$ cat src/rtl/i2c_target.sv
// i2c_target: I2C target (slave) endpoint bridging the bus to a req/ack register port.
//
// An external controller reads and writes an 8-bit register space through an
// auto-incrementing pointer. The first byte after a write-addressing phase
// loads the pointer, and later bytes are written there. A read-addressing
// phase streams bytes fetched from the register port.
//
// Optional build macro: I2C_STRETCH_EN
//   defined   - a late read fetch holds SCL low until the data arrives.
//   undefined - sclout is tied high. A late fetch sends 8'hFF and pulses err.
//
// Ports:
//   clk, rst        system clock, synchronous active-high reset
//   scl, sdain      raw pad inputs (asynchronous)
//   sdaout, sclout  open-drain drives (1 = release, 0 = pull low)
//   regaddr, regwrdata, regreq, regwr   register request (held until regack)
//   regrddata, regack                   register completion (one-cycle strobe)
//   busy            addressed, from address match until STOP/START
//   err             one-cycle pulse on a dropped write or a late read
module i2c_target #(
    parameter logic [6:0] ADDR = 7'h3C,
    parameter int         FILT = 4,
    parameter int         HOLD = 8
) (
    input  logic       clk,
    input  logic       rst,
    input  logic       scl,
    input  logic       sdain,
    output logic       sdaout,
    output logic       sclout,
    output logic [7:0] regaddr,
    output logic [7:0] regwrdata,
    output logic       regreq,
    output logic       regwr,
    input  logic [7:0] regrddata,
    input  logic       regack,
    output logic       busy,
    output logic       err
);
    localparam int FW = (FILT > 1) ? $clog2(FILT) : 1;
    localparam int HW = $clog2(HOLD + 1);

    typedef enum logic [3:0] {
        S_IDLE, S_ADDR, S_ADDRACK, S_PTR, S_PTRACK,
        S_WRDATA, S_WRACK, S_RDDATA, S_RDACK, S_IGNORE
    } state_t;

    // Index 0 = SCL, index 1 = SDA. Both lines use the same path so that
    // their relative ordering is preserved for START/STOP detection.
    logic [1:0] raw_w, filt_w, filt_dly_w;
    assign raw_w = {sdain, scl};

    generate
        for (genvar gi = 0; gi < 2; gi++) begin : g_filt
            logic          sync1_q, sync2_q, filt_q, filt_dly_q;
            logic [FW-1:0] cnt_q;
            always_ff @(posedge clk) begin
                if (rst) begin
                    sync1_q    <= 1'b1;
                    sync2_q    <= 1'b1;
                    filt_q     <= 1'b1;
                    filt_dly_q <= 1'b1;
                    cnt_q      <= '0;
                end else begin
                    sync1_q    <= raw_w[gi];
                    sync2_q    <= sync1_q;
                    filt_dly_q <= filt_q;
                    // Flip only after FILT consecutive samples disagree.
                    if (sync2_q == filt_q) begin
                        cnt_q <= '0;
                    end else if (cnt_q == FW'(FILT - 1)) begin
                        filt_q <= sync2_q;
                        cnt_q  <= '0;
                    end else begin
                        cnt_q <= cnt_q + 1'b1;
                    end
                end
            end
            assign filt_w[gi]     = filt_q;
            assign filt_dly_w[gi] = filt_dly_q;
        end
    endgenerate

    logic scl_rise, scl_fall, start_c, stop_c, sda_bit;
    assign scl_rise = filt_w[0] & ~filt_dly_w[0];
    assign scl_fall = ~filt_w[0] & filt_dly_w[0];
    assign start_c  = filt_w[0] & ~filt_w[1] & filt_dly_w[1];
    assign stop_c   = filt_w[0] & filt_w[1] & ~filt_dly_w[1];
    assign sda_bit  = filt_w[1];

    state_t        state_q, state_d;
    logic [2:0]    bitcnt_q, bitcnt_d;
    logic [6:0]    shift_q, shift_d;
    logic [7:0]    tx_q, tx_d, ptr_q, ptr_d;
    logic [7:0]    regaddr_q, regaddr_d, regwrdata_q, regwrdata_d;
    logic          rw_q, rw_d, nack_q, nack_d, regreq_q, regreq_d, regwr_q, regwr_d;
    logic          busy_q, busy_d, err_q, err_d, sdaout_q, sdaout_d;
    logic          dv_q, dv_d;               // read data for the next byte is in tx_q
    logic [HW-1:0] hold_q, hold_d;
`ifdef I2C_STRETCH_EN
    logic          sclout_q, sclout_d, setup_q, setup_d;
`else
    logic          discard_q, discard_d;     // a late regack's data must be dropped
`endif

    logic [7:0] rx_byte;
    logic       rd_fire, first_bit, data_ready, sda_want;
    assign rx_byte    = {shift_q, sda_bit};
    assign rd_fire    = regack & regreq_q & ~regwr_q;
    assign first_bit  = (state_q == S_RDDATA) && (bitcnt_q == 3'd0);
    assign data_ready = dv_q | rd_fire;

    always_ff @(posedge clk) begin
        if (rst) begin
            state_q <= S_IDLE;   bitcnt_q <= '0;    shift_q <= '0;    tx_q <= '0;
            ptr_q <= '0;         regaddr_q <= '0;   regwrdata_q <= '0;
            rw_q <= 1'b0;        nack_q <= 1'b0;    regreq_q <= 1'b0; regwr_q <= 1'b0;
            busy_q <= 1'b0;      err_q <= 1'b0;     sdaout_q <= 1'b1; dv_q <= 1'b0;
            hold_q <= '0;
`ifdef I2C_STRETCH_EN
            sclout_q <= 1'b1;    setup_q <= 1'b0;
`else
            discard_q <= 1'b0;
`endif
        end else begin
            state_q <= state_d;  bitcnt_q <= bitcnt_d; shift_q <= shift_d; tx_q <= tx_d;
            ptr_q <= ptr_d;      regaddr_q <= regaddr_d; regwrdata_q <= regwrdata_d;
            rw_q <= rw_d;        nack_q <= nack_d;   regreq_q <= regreq_d; regwr_q <= regwr_d;
            busy_q <= busy_d;    err_q <= err_d;     sdaout_q <= sdaout_d; dv_q <= dv_d;
            hold_q <= hold_d;
`ifdef I2C_STRETCH_EN
            sclout_q <= sclout_d; setup_q <= setup_d;
`else
            discard_q <= discard_d;
`endif
        end
    end

    always_comb begin
        state_d = state_q;   bitcnt_d = bitcnt_q;   shift_d = shift_q;   tx_d = tx_q;
        ptr_d = ptr_q;       regaddr_d = regaddr_q; regwrdata_d = regwrdata_q;
        rw_d = rw_q;         nack_d = nack_q;       regreq_d = regreq_q; regwr_d = regwr_q;
        busy_d = busy_q;     err_d = 1'b0;          sdaout_d = sdaout_q; dv_d = dv_q;
        hold_d = hold_q;     sda_want = 1'b1;
`ifdef I2C_STRETCH_EN
        sclout_d = sclout_q; setup_d = setup_q;
`else
        discard_d = discard_q;
`endif

        // Register handshake completion.
        if (regack && regreq_q) regreq_d = 1'b0;
        if (rd_fire) begin
`ifdef I2C_STRETCH_EN
            tx_d = regrddata;
            dv_d = 1'b1;
`else
            if (discard_q) begin
                discard_d = 1'b0;
            end else begin
                tx_d = regrddata;
                dv_d = 1'b1;
            end
`endif
        end

        // tHD;DAT timer: SDA may only move when this reaches 1.
        if (scl_fall)            hold_d = HW'(HOLD);
        else if (hold_q != '0)   hold_d = hold_q - 1'b1;

`ifndef I2C_STRETCH_EN
        // Fetch missed the end of the ACK bit: send all-ones instead.
        if (scl_fall && first_bit && !data_ready) begin
            tx_d = 8'hFF; dv_d = 1'b1; err_d = 1'b1; discard_d = 1'b1;
        end
`endif

        case (state_q)
            S_ADDRACK, S_PTRACK: sda_want = 1'b0;
            S_WRACK:             sda_want = nack_q;
            S_RDDATA:            sda_want = tx_d[7];
            default:             sda_want = 1'b1;
        endcase

        if (hold_q == HW'(1)) begin
`ifdef I2C_STRETCH_EN
            if (first_bit && !data_ready) sclout_d = 1'b0;
            else                          sdaout_d = sda_want;
`else
            sdaout_d = sda_want;
`endif
        end

`ifdef I2C_STRETCH_EN
        // While stretching: put the first bit on SDA, then free SCL a cycle later.
        if (!sclout_q) begin
            if (setup_q) begin
                sclout_d = 1'b1;
                setup_d  = 1'b0;
            end else if (dv_q) begin
                sdaout_d = tx_q[7];
                setup_d  = 1'b1;
            end
        end
`endif

        if (scl_rise) begin
            case (state_q)
                S_ADDR: begin
                    shift_d  = rx_byte[6:0];
                    bitcnt_d = bitcnt_q + 3'd1;
                    if (bitcnt_q == 3'd7) begin
                        if (rx_byte[7:1] == ADDR) begin
                            busy_d  = 1'b1;
                            rw_d    = rx_byte[0];
                            state_d = S_ADDRACK;
                        end else begin
                            state_d = S_IGNORE;
                        end
                    end
                end
                S_ADDRACK: begin
                    bitcnt_d = 3'd0;
                    if (rw_q) begin
                        regreq_d = 1'b1; regwr_d = 1'b0; regaddr_d = ptr_q;
                        ptr_d = ptr_q + 8'd1; dv_d = 1'b0;
                        state_d = S_RDDATA;
                    end else begin
                        state_d = S_PTR;
                    end
                end
                S_PTR: begin
                    shift_d  = rx_byte[6:0];
                    bitcnt_d = bitcnt_q + 3'd1;
                    if (bitcnt_q == 3'd7) begin
                        ptr_d   = rx_byte;
                        state_d = S_PTRACK;
                    end
                end
                S_PTRACK, S_WRACK: begin
                    bitcnt_d = 3'd0;
                    state_d  = S_WRDATA;
                end
                S_WRDATA: begin
                    shift_d  = rx_byte[6:0];
                    bitcnt_d = bitcnt_q + 3'd1;
                    if (bitcnt_q == 3'd7) begin
                        if (!regreq_q) begin
                            regreq_d = 1'b1; regwr_d = 1'b1; regaddr_d = ptr_q;
                            regwrdata_d = rx_byte; ptr_d = ptr_q + 8'd1; nack_d = 1'b0;
                        end else begin
                            nack_d = 1'b1;
                            err_d  = 1'b1;
                        end
                        state_d = S_WRACK;
                    end
                end
                S_RDDATA: begin
                    tx_d     = {tx_q[6:0], 1'b1};
                    bitcnt_d = bitcnt_q + 3'd1;
                    if (bitcnt_q == 3'd7) state_d = S_RDACK;
                end
                S_RDACK: begin
                    bitcnt_d = 3'd0;
                    if (!sda_bit) begin
                        regreq_d = 1'b1; regwr_d = 1'b0; regaddr_d = ptr_q;
                        ptr_d = ptr_q + 8'd1; dv_d = 1'b0;
                        state_d = S_RDDATA;
                    end else begin
                        state_d = S_IGNORE;
                    end
                end
                default: ;
            endcase
        end

        // START/STOP win over everything else; an in-flight regreq is left alone.
        if (start_c || stop_c) begin
            state_d  = start_c ? S_ADDR : S_IDLE;
            bitcnt_d = 3'd0;
            sdaout_d = 1'b1;
            busy_d   = 1'b0;
            hold_d   = '0;
`ifdef I2C_STRETCH_EN
            sclout_d = 1'b1;
            setup_d  = 1'b0;
`endif
        end
    end

    assign sdaout    = sdaout_q;
    assign regaddr   = regaddr_q;
    assign regwrdata = regwrdata_q;
    assign regreq    = regreq_q;
    assign regwr     = regwr_q;
    assign busy      = busy_q;
    assign err       = err_q;
`ifdef I2C_STRETCH_EN
    assign sclout    = sclout_q;
`else
    assign sclout    = 1'b1;
`endif

endmodule

$ cat config.mk
export PLATFORM = sky130hd
export DESIGN_NAME = i2c_target
export DESIGN_NICKNAME = d
export VERILOG_FILES = /design/src/rtl/i2c_target.sv
export SDC_FILE = /design/constraint.sdc
export NUM_CORES = 1
export LEC_CHECK = 0
export CAP_MARGIN = 20
export CELL_PAD_IN_SITES_DETAIL_PLACEMENT = 2
export CELL_PAD_IN_SITES_GLOBAL_PLACEMENT = 2
export CORE_MARGIN = 3
export CORE_UTILIZATION = 34
export DETAILED_ROUTE_END_ITERATION = 12
export HOLD_SLACK_MARGIN = 0.15
export PLACE_DENSITY_LB_ADDON = 0.1
export SETUP_SLACK_MARGIN = 0.1
export SYNTH_ARGS = -nofsm -noshare
export SYNTH_HDL_FRONTEND = slang
export SYNTH_SLANG_ARGS = --single-unit
$ cat constraint.sdc
create_clock -name clk -period 1.9 [get_ports clk]
set_input_delay 0.57 -clock clk [delete_from_list [all_inputs] [get_ports clk]]
set_output_delay 0.57 -clock clk [all_outputs]
set_load 0.05 [all_outputs]
=== Yosys cells after proc, flatten, opt, wreduce, memory -nomap -nowiden ===
Index checks and enable logic that the tools add are counted.

* Add/sub/neg operators: 5
* $mul: 0
* Divide/modulo/power cells: 0
* Magnitude comparators: 0
* Equality and inequality tests: 24
* Shift-type cells: 0
* Mux-type cells: 58
* Bitwise gates (word level): 17
* Reduce and logical (&&, ||, !) cells: 34

{| class="wikitable"
|+ Operators with widths
! cell !! number
|-
| $mux W8 || 14
|-
| $mux W4 || 10
|-
| $pmux W8 S4 || 1
|-
| $pmux W4 S7 || 1
|-
| $mux W1 || 25
|-
| $pmux W8 S3 || 1
|-
| $eq A4 B3 Y1 const B || 4
|-
| $reduce_and A6 Y1 || 2
|-
| $reduce_or A3 Y1 || 4
|-
| $ne A2 B2 Y1 const B || 5
|-
| $ne A3 B3 Y1 const B || 3
|-
| $pmux W1 S3 || 3
|-
| $add A8 B1 Y8 const B || 1
|-
| $and A1 B1 Y1 || 8
|-
| $eq A4 B1 Y1 const B || 2
|-
| $eq A4 B2 Y1 const B || 2
|-
| $not A1 Y1 || 8
|-
| $reduce_and A2 Y1 || 4
|-
| $reduce_and A4 Y1 || 2
|-
| $reduce_bool A2 Y1 || 4
|-
| $reduce_bool A4 Y1 || 2
|-
| $reduce_bool A8 Y1 || 1
|-
| $reduce_or A4 Y1 || 2
|-
| $eq A7 B6 Y1 const B || 1
|-
| 20 further kinds || 28
|}

* Register bits: 71
* Latch bits: 0
* RAM bits: 0
* Bits in read-only memories: 0
* Input port bits: 13
* Output and inout bits: 22
* Logic and storage cells: 166
* Memories: 0

=== Logic depth before layout (Yosys ltp) ===
Gate-level depths: netlist (run 1).

* Depth after elaboration: 10
* Depth in mapped cells: 8

=== Worst setup path before layout (run 1) ===
No wires, ideal clock.

* Kind: reg2reg
* Start: register regreq_q, in the netlist regreq
* End: register tx_q[7]
* Library setup time: 0.070 ns
* Data arrival time: 1.743 ns
* Data required time: 1.830 ns
* Path slack: 0.086 ns
* Stages on the path, launching flop included: 6
* Path buffers: 0
* Period minus slack after synthesis: 1.814 ns
* Cell sequence: dfxtp_1 > nand3b_1 > nor2_1 > nor2_1 > a211o_1 > a21oi_1

* Longest elaborated chain between the ends: 8
* Elaborated cells between the ends (all ways): 9

{| class="wikitable"
|+ RTL lines
! what !! RTL line !! RTL
|-
| from (decl) || 96 || <nowiki>logic rw_q, rw_d, nack_q, nack_d, regreq_q, regreq_d, regwr_q, regwr_d;</nowiki>
|-
| from (signal assigned) || 128 || <nowiki>rw_q <= rw_d; nack_q <= nack_d; regreq_q <= regreq_d; regwr_q <= regwr_d;</nowiki>
|-
| $and A1 B1 Y1 * (2 in a row) || 109 || <nowiki>assign rd_fire = regack & regreq_q & ~regwr_q;</nowiki>
|-
| $or A1 B1 Y1 || 111 || <nowiki>assign data_ready = dv_q | rd_fire;</nowiki>
|-
| $logic_not A1 Y1 || 173 || <nowiki>if (scl_fall && first_bit && !data_ready) begin</nowiki>
|-
| $logic_and A1 B1 Y1 || 173 ||
|-
| $mux W8 * || 173 ||
|-
| $mux W8 || 208 || <nowiki>case (state_q)</nowiki>
|-
| $mux W8 * || 207 || <nowiki>if (scl_rise) begin</nowiki>
|-
| to (signal assigned) || 126 || <nowiki>state_q <= state_d; bitcnt_q <= bitcnt_d; shift_q <= shift_d; tx_q <= tx_d;</nowiki>
|-
| to (decl) || 94 || <nowiki>logic [7:0] tx_q, tx_d, ptr_q, ptr_d;</nowiki>
|}

Every way passes the cells marked *; elsewhere a longest branch is shown, timed or not.
A chain may end at the register's enable or synchronous reset.

=== Final worst setup path (run 1) ===
* Start: register bitcnt_q[0]
* End: register regaddr_q[2], in the netlist regaddr[2]

* Longest elaborated chain between the ends: 3

{| class="wikitable"
|+ RTL lines
! what !! RTL line !! RTL
|-
| from (decl) || 92 || <nowiki>logic [2:0] bitcnt_q, bitcnt_d;</nowiki>
|-
| from (signal assigned) || 126 ||
|-
| $eq A3 B3 Y1 || 247 || <nowiki>if (bitcnt_q == 3'd7) begin</nowiki>
|-
| $ne A2 B2 Y1 (no source line) || n/a ||
|-
| $reduce_and A6 Y1 (no source line) || n/a ||
|-
| to (signal assigned) || 127 || <nowiki>ptr_q <= ptr_d; regaddr_q <= regaddr_d; regwrdata_q <= regwrdata_d;</nowiki>
|-
| to (decl) || 95 || <nowiki>logic [7:0] regaddr_q, regaddr_d, regwrdata_q, regwrdata_d;</nowiki>
|}

Every way passes these cells.

==> results of run 1 <==
==> layer usage <==
metal,GRT usage (%),vias up,part of all wire [%]
met2,33.97,46,49
met4,6.105,0,1.0
met3,3.674,9,3.2
li1,-,1524,-
met1,26.89,1626,47
met5,0,-,0
==> worst min-delay path by stage <==
| stage | startpoint | endpoint | cells past startpoint |
|---|---|---|---|
| floorplan | g_filt[0].sync1_q | g_filt[0].sync2_q | 1 |
| global placement | g_filt[1].cnt_q[0] | g_filt[1].cnt_q[0] | 1 |
| detailed placement | g_filt[1].sync1_q | g_filt[1].sync2_q | 1 |
| CTS | g_filt[1].sync1_q | g_filt[1].sync2_q | 1 |
| global route | g_filt[0].sync1_q | g_filt[0].sync2_q | 1 |
| finish | g_filt[1].sync1_q | g_filt[1].sync2_q | 1 |
==> registers in the layout (all words and copies together), names as in the netlist, 2 cells and up <==
name               count
tx_q                   8
regwrdata              8
g_filt.sync2_q         2
hold_q                 4
shift_q                7
g_filt.filt_q          2
ptr_q                  8
g_filt.filt_dly_q      2
bitcnt_q               3
regaddr                8
state_q                4
g_filt.cnt_q           4
g_filt.sync1_q         2
==> where the power goes <==
group	leakage, uW	switching [uW]	total, uW	internal [uW]
Sequential	0.000578	44.0	1570	1530
Combinational	0.00101	167	307	140
Clock	0.000129	620	1620	999
Total	0.00172	831	3500	2670
==> Yosys cell counts (4+ instances only) <==
cell,n
nand3_1,13
a21oi_1,33
nor3_1,7
nand2_1,57
clkbuf_1,10
buf_4,5
or3_1,6
xnor2_1,4
inv_1,14
a311oi_1,6
mux2i_1,21
nand2b_1,7
buf_2,7
o32ai_1,5
nand4_1,4
or2_2,7
o21ai_0,8
nor2_1,49
a31oi_1,4
dfxtp_1,71
ha_1,9
==> timing repair <==
item,4_1_cts,5_1_grt
endpoints found under the setup margin,35,27
pin swaps,3,5
setup buffers,2,7
resized for setup,17,25
==> logic make-up (layout without fill, tap and decap cells) <==
| logic type | Yosys count | in the layout |
|---|---|---|
| AO/OA/AOI/OAI | 77 | 77 |
| XOR/XNOR | 5 | 5 |
| adder cells (fa/ha/maj) | 9 | 9 |
| buffers and inverters | 40 | 111 |
| flip-flops | 71 | 71 |
| multiplexers | 23 | 23 |
| other | 1 | 1 |
| AND/OR/NAND/NOR | 174 | 174 |
==> metrics by stage <==
stage	worst slack (ns)	hold slack (ns)	setup TNS (ns)
after global placement	-0.08760	0.4060	-0.5846
after detailed placement	-0.1874	0.4023	-1.600
final	0.1535	0.4246	0
after floorplan	0.1713	0.3895	0
after global routing	0.05055	0.4551	0
after CTS	0.06873	0.4290	0
==> cell type report <==
cell class                 count  share of cell area, %
sequential                    71                  32.24
clock inverter                 6                  2.992
clock buffer                   9                  2.768
inverter                      14                  1.230
multi-input combinational    289                  42.00
timing repair buffer          82                  15.16
tap                          129                  3.607
==> run summary, run 1 <==
outcome: complete, no violations
post-synth top area cell: dfxtp_1
Setup crit end kind: flop
Multi-input gate area: 1879 um^2
Cell Chain, Critical Path: ha_4, ha_4, nand2b_4, o32ai_4, o211ai_4, nand2b_4, buf_12, mux2i_2
nets: 489
Netlist cell types: 61
CTS sink cnt: 71
cts hold-fix bufs: 0
Congestion Overflow GR: 0
P&R area growth vs syn: 32.40%
CORE AREA: 9459 um^2
final wirelength: 11,180 um
Final Critical Period: 1.747 ns
IO Pins: 35
Die W: 105.7 um
Clk Latency, worst-skew pair: 0.35 ns
routed len/inst: 18.64 um
critical path required time: 2.18 ns
worst reg2reg path depth: 8
Reg clk slew, reported paths: 0.09 ns
setup violators final: 0
H-tree Lvls: 3
Placer Congestion: 0.8181
final cell utilization of the core: 47.30%
area occupied by registers: 1443 um^2
placed cells: 577
Power Density: 781.6 nW/um^2
worst setup path endpoint: regaddr[2]
CTS root buffer: clkbuf_8
mux contribution to synthesized area: 6.886%
die height: 105.7 um
Gate Count Post-Synth: 400
Buffers & Inverters on Critical Path: 1
Avg Cell Area, Syn: 8.449 um^2
period utilization: 91.92%
top_reg_cell synth: dfxtp_1
first-pass GRT wire length: 18,390 um
fmax: 572.6 MHz
asr flop ratio synth: 0%
ratio of cells with drive above 1 in the final layout: 28.45%
antenna violations before repair: 0
Clock Skews: 0.01145 ns
Power Total: 3497 uW
Total Routing Usage GR: 20.40%
slowest stage delay, CP: 0.36 ns
Top delay family on crit path: flip-flops
Seq/Total Area, Yosys: 42.06%
vias in the first global route: 3,425
worst setup path class: reg -> reg
via count: 3,205
RSZ-0062 raised after global routing: yes
Iter 0 DRT Violations: 107
reg2reg setup slack: 0.15 ns
design area: 4474 um^2
reg2reg end: regaddr[2]
pin count of the biggest net entering global routing: 31
Clock Path Buffers: 2
Synth Area in Compound Gates: 15.22%
Routed Antenna Nets: 0
Post-Syn Nets: 422
Filler cells: 1,040
Slew Viols, Final: 0
largest family of logic cells by synthesized area: simple AND/OR/NAND/NOR gates
xor/xnor share of the synthesized area: 1.296%
final hold vios: 0
hpwl dp: 7740 um
Synth top area share: 42.06%
residual DRC count: 0
Pleak: 0.001717 uW
Arr. time, crit path: 2.03 ns
Post-Syn Area: 3379 um^2
Adder-Cell Fraction of Synth Area: 3.332%
#FFs+latches synth: 71
commonest non-fill, non-tap cell in the layout: buf_4
hold crit path type: reg -> reg
Synth Area in Simple Gates: 25.18%
VDD IR max: 0.3977 mV
vias per cell: 5.342
worst flop-to-flop path startpoint: bitcnt_q[0]
initial core utilization: 35.73%
fin cells: 600
Area contributors post-synth: dfxtp_1 42%, nand2_1 6.3%, mux2i_1 6.2%, nor2_1 5.4%, a21oi_1 4.9%
EDFF count, synth: 0
Crit path depth: 8
port bufs: 33
Row Count: 35
diode count: 0
CP startpoint: bitcnt_q[0]
max-cap violation count: 0
YS warnings: 0
TritonCTS clock tree: yes
most frequent cells in the layout: 66 x buf_4, 60 x dfxtp_1, 57 x nand2_1
CTS buffer count: 9
Die Area: 11,170 um^2
DRT Pass-1 Iters: 5
crit path max-delay cell type: dfxtp_4
worst-path fanout max: 7
critical path launch point type: flop
DP Area: 4005 um^2
No activity file was read; power rests on OpenSTA's default activity.
==> run 2: changes to the inputs <==
- CORE_MARGIN: 3 -> not set
- CTS_CLUSTER_DIAMETER: not set -> 60
- GPL_TIMING_DRIVEN: not set -> 0
==> run 2 against run 1 <==
  * Total power fell by 9.3%
  * Flip-flop and latch count is the same
  * Clock skew about the same
  * Final cell count down 0.17%
  * Non-clock buffer count shrank 6
  * Critical path depth shrank 1
  * Highest routed layer unchanged
==> run summary, run 2 (same netlist as run 1, synthesis figures left out) <==
outcome: complete, no violations (unchanged)
Power Density: 726.3 nW/um^2 (was 781.6 nW/um^2)
Arr. time, crit path: 2.11 ns (was 2.03 ns)
fmax: 549.3 MHz (was 572.6 MHz)
VDD IR max: 0.4501 mV (was 0.3977 mV)
commonest non-fill, non-tap cell in the layout: dfxtp_1 (was buf_4)
DRT Pass-1 Iters: 4 (was 5)
Pleak: 0.001610 uW (was 0.001717 uW)
Die W: 101.7 um (was 105.7 um)
IO Pins: 35 (unchanged)
CORE AREA: 9684 um^2 (was 9459 um^2)
vias per cell: 5.215 (was 5.342)
Comb pwr share: 9.7% (was 8.8%)
die height: 101.7 um (was 105.7 um)
Clock Path Buffers: 2 (unchanged)
met2 wire len: 5318 um (was 5497 um)
initial core utilization: 34.90% (was 35.73%)
Clk Latency, worst-skew pair: 0.37 ns (was 0.35 ns)
Clk pwr share: 40.7% (was 46.3%)
worst reg2reg path depth: 7 (was 8)
ratio of cells with drive above 1 in the final layout: 26.18% (was 28.45%)
final setup TNS: 0 ns (unchanged)
setup violators final: 0 (unchanged)
Iter 0 DRT Violations: 86 (was 107)
crit path max-delay cell type: dfxtp_1 (was dfxtp_4)
P&R area growth vs syn: 29.29% (was 32.40%)
Slew Viols, Final: 0 (unchanged)
Filler cells: 1,081 (was 1,040)
Placer Congestion: 0.8448 (was 0.8181)
Reg clk slew, reported paths: 0.07 ns (was 0.09 ns)
residual DRC count: 0 (unchanged)
vias in the first global route: 3,270 (was 3,425)
design area: 4369 um^2 (was 4474 um^2)
Row Count: 36 (was 35)
Routed Antenna Nets: 0 (unchanged)
critical path required time: 2.19 ns (was 2.18 ns)
RSZ-0062 raised after global routing: yes (unchanged)
Die Area: 10,340 um^2 (was 11,170 um^2)
worst hold endpoint: g_filt[1].sync2_q (unchanged)
final hold vios: 0 (unchanged)
Int Pwr: 2381 uW (was 2666 uW)
Hold Worst Slack: 0.4189 ns (was 0.4246 ns)
worst slack at placement: -0.6051 ns (was -0.1874 ns)
Clock Skews: 0.01168 ns (was 0.01145 ns)
reg2reg setup slack: 0.08 ns (was 0.15 ns)
critical path launch point type: flop (unchanged)
most frequent cells in the layout: 64 x dfxtp_1, 55 x nand2_1, 45 x nor2_1 (was 66 x buf_4, 60 x dfxtp_1, 57 x nand2_1)
HP Start: g_filt[1].sync1_q (unchanged)
Setup crit end kind: flop (unchanged)
Cell Chain, Critical Path: clkbuf_4, nor4bb_1, o21ai_1, o211ai_4, nand2b_4, buf_12, mux2i_1 (was ha_4, ha_4, nand2b_4, o32ai_4, o211ai_4, nand2b_4, buf_12, mux2i_2)
reg2reg end: regaddr[2] (unchanged)
antenna violations before repair: 0 (unchanged)
Highest Signal Layer: met4 (unchanged)
diode count: 0 (unchanged)
nets: 483 (was 489)
first-pass GRT wire length: 16,740 um (was 18,390 um)
period utilization: 95.81% (was 91.92%)
port bufs: 33 (unchanged)
slowest stage delay, CP: 0.32 ns (was 0.36 ns)
final wirelength: 10,910 um (was 11,180 um)
max-cap violation count: 0 (unchanged)
Switching Power: 792.3 uW (was 831.1 uW)
TritonCTS clock tree: yes (unchanged)
Final Critical Period: 1.820 ns (was 1.747 ns)
worst flop-to-flop path startpoint: g_filt[1].filt_q (was bitcnt_q[0])
hold crit path type: reg -> reg (unchanged)
metal1 wirelength: 5081 um (was 5217 um)
Worst Hold Path Cells: 1 (unchanged)
CTS buffer count: 9 (unchanged)
pin count of the biggest net entering global routing: 12 (was 31)
setup ws final: 0.07955 ns (was 0.1535 ns)
worst setup path class: reg -> reg (unchanged)
Congestion Overflow GR: 0 (unchanged)
CTS sink cnt: 71 (unchanged)
H-tree Lvls: 3 (unchanged)
DP Area: 3877 um^2 (was 4005 um^2)
WL met3: 361 um (was 354 um)
Total Routing Usage GR: 21.60% (was 20.40%)
routed len/inst: 18.21 um (was 18.64 um)
hpwl dp: 7397 um (was 7740 um)
CTS root buffer: clkbuf_8 (unchanged)
worst-path fanout max: 10 (was 7)
worst slew pin tran: 0.5195 ns
via count: 3,124 (was 3,205)
switch share: 24.97% (was 23.77%)
Power Total: 3173 uW (was 3497 uW)
relative slew slack: 65.37%
Reg power frac: 49.6% (was 44.9%)
-- run 2: cell type report --
class	instances	area (um^2)	area share [%]
multi-input cells	289	1917	43.87
plain buffers	25	188.9	4.324
well taps	133	166.4	3.809
clock buffers	13	168.9	3.866
clock inverters	3	40.04	0.9164
flip-flops and latches	71	1433	32.79
inverters	14	52.55	1.203
repair buffers	51	402.9	9.221
-- run 2: metrics by stage --
step,util [%],cells
detailed placement,40.04,566
CTS,43.86,586
finish,45.12,599
floorplan,-,400
global placement,40.04,566
global route,45.12,599
-- run 2: what timing repair did --
item                                    4_1_cts  5_1_grt
cloned                                        1        2
endpoints found under the setup margin       76       47
pin swaps                                     3       13
resized for setup                            76       46
hold buffers                                  0        0
setup buffers                                 4       11
-- run 2: power groups by stage --
stage,Sequential (uW),Combinational [uW],Clock [uW]
6_report,1570,308,1290
5_1_grt,1580,348,1400
4_1_cts,1570,311,1340
3_5_place_dp,1610,307,0
3_3_place_gp,1610,292,0
2_1_floorplan,1600,218,0
-- run 2: worst max path at each step --
stage / from / cells after the start / endpoint / slack [ns]
after global routing: g_filt[1].filt_q / 7 / regaddr[2] / -0.02
after floorplan: regwr / 6 / sdaout / 0.17
final: g_filt[1].filt_q / 7 / regaddr[2] / 0.08
after CTS: bitcnt_q[1] / 8 / regaddr[2] / 0.08
after detailed placement: regack / 6 / tx_q[7] / -0.61
after global placement: regack / 6 / sdaout / -0.55
-- run 2: worst max-delay path, delay by kind of cell, from the launching register on --
family                 cells  cell delay, ns
muxes                      1            0.19
AOI/OAI and AO/OA          2            0.34
buffers and inverters      2            0.38
and+or+nand+nor            2            0.52
DFF                        1            0.32
-- run 2: metal layers --
| metal | vias up | global-route usage (%) |
|---|---|---|
| li1 | 1510 | - |
| met1 | 1557 | 27.62 |
| met2 | 43 | 36.38 |
| met3 | 14 | 4.693 |
| met4 | 0 | 6.355 |
| met5 | - | 0 |
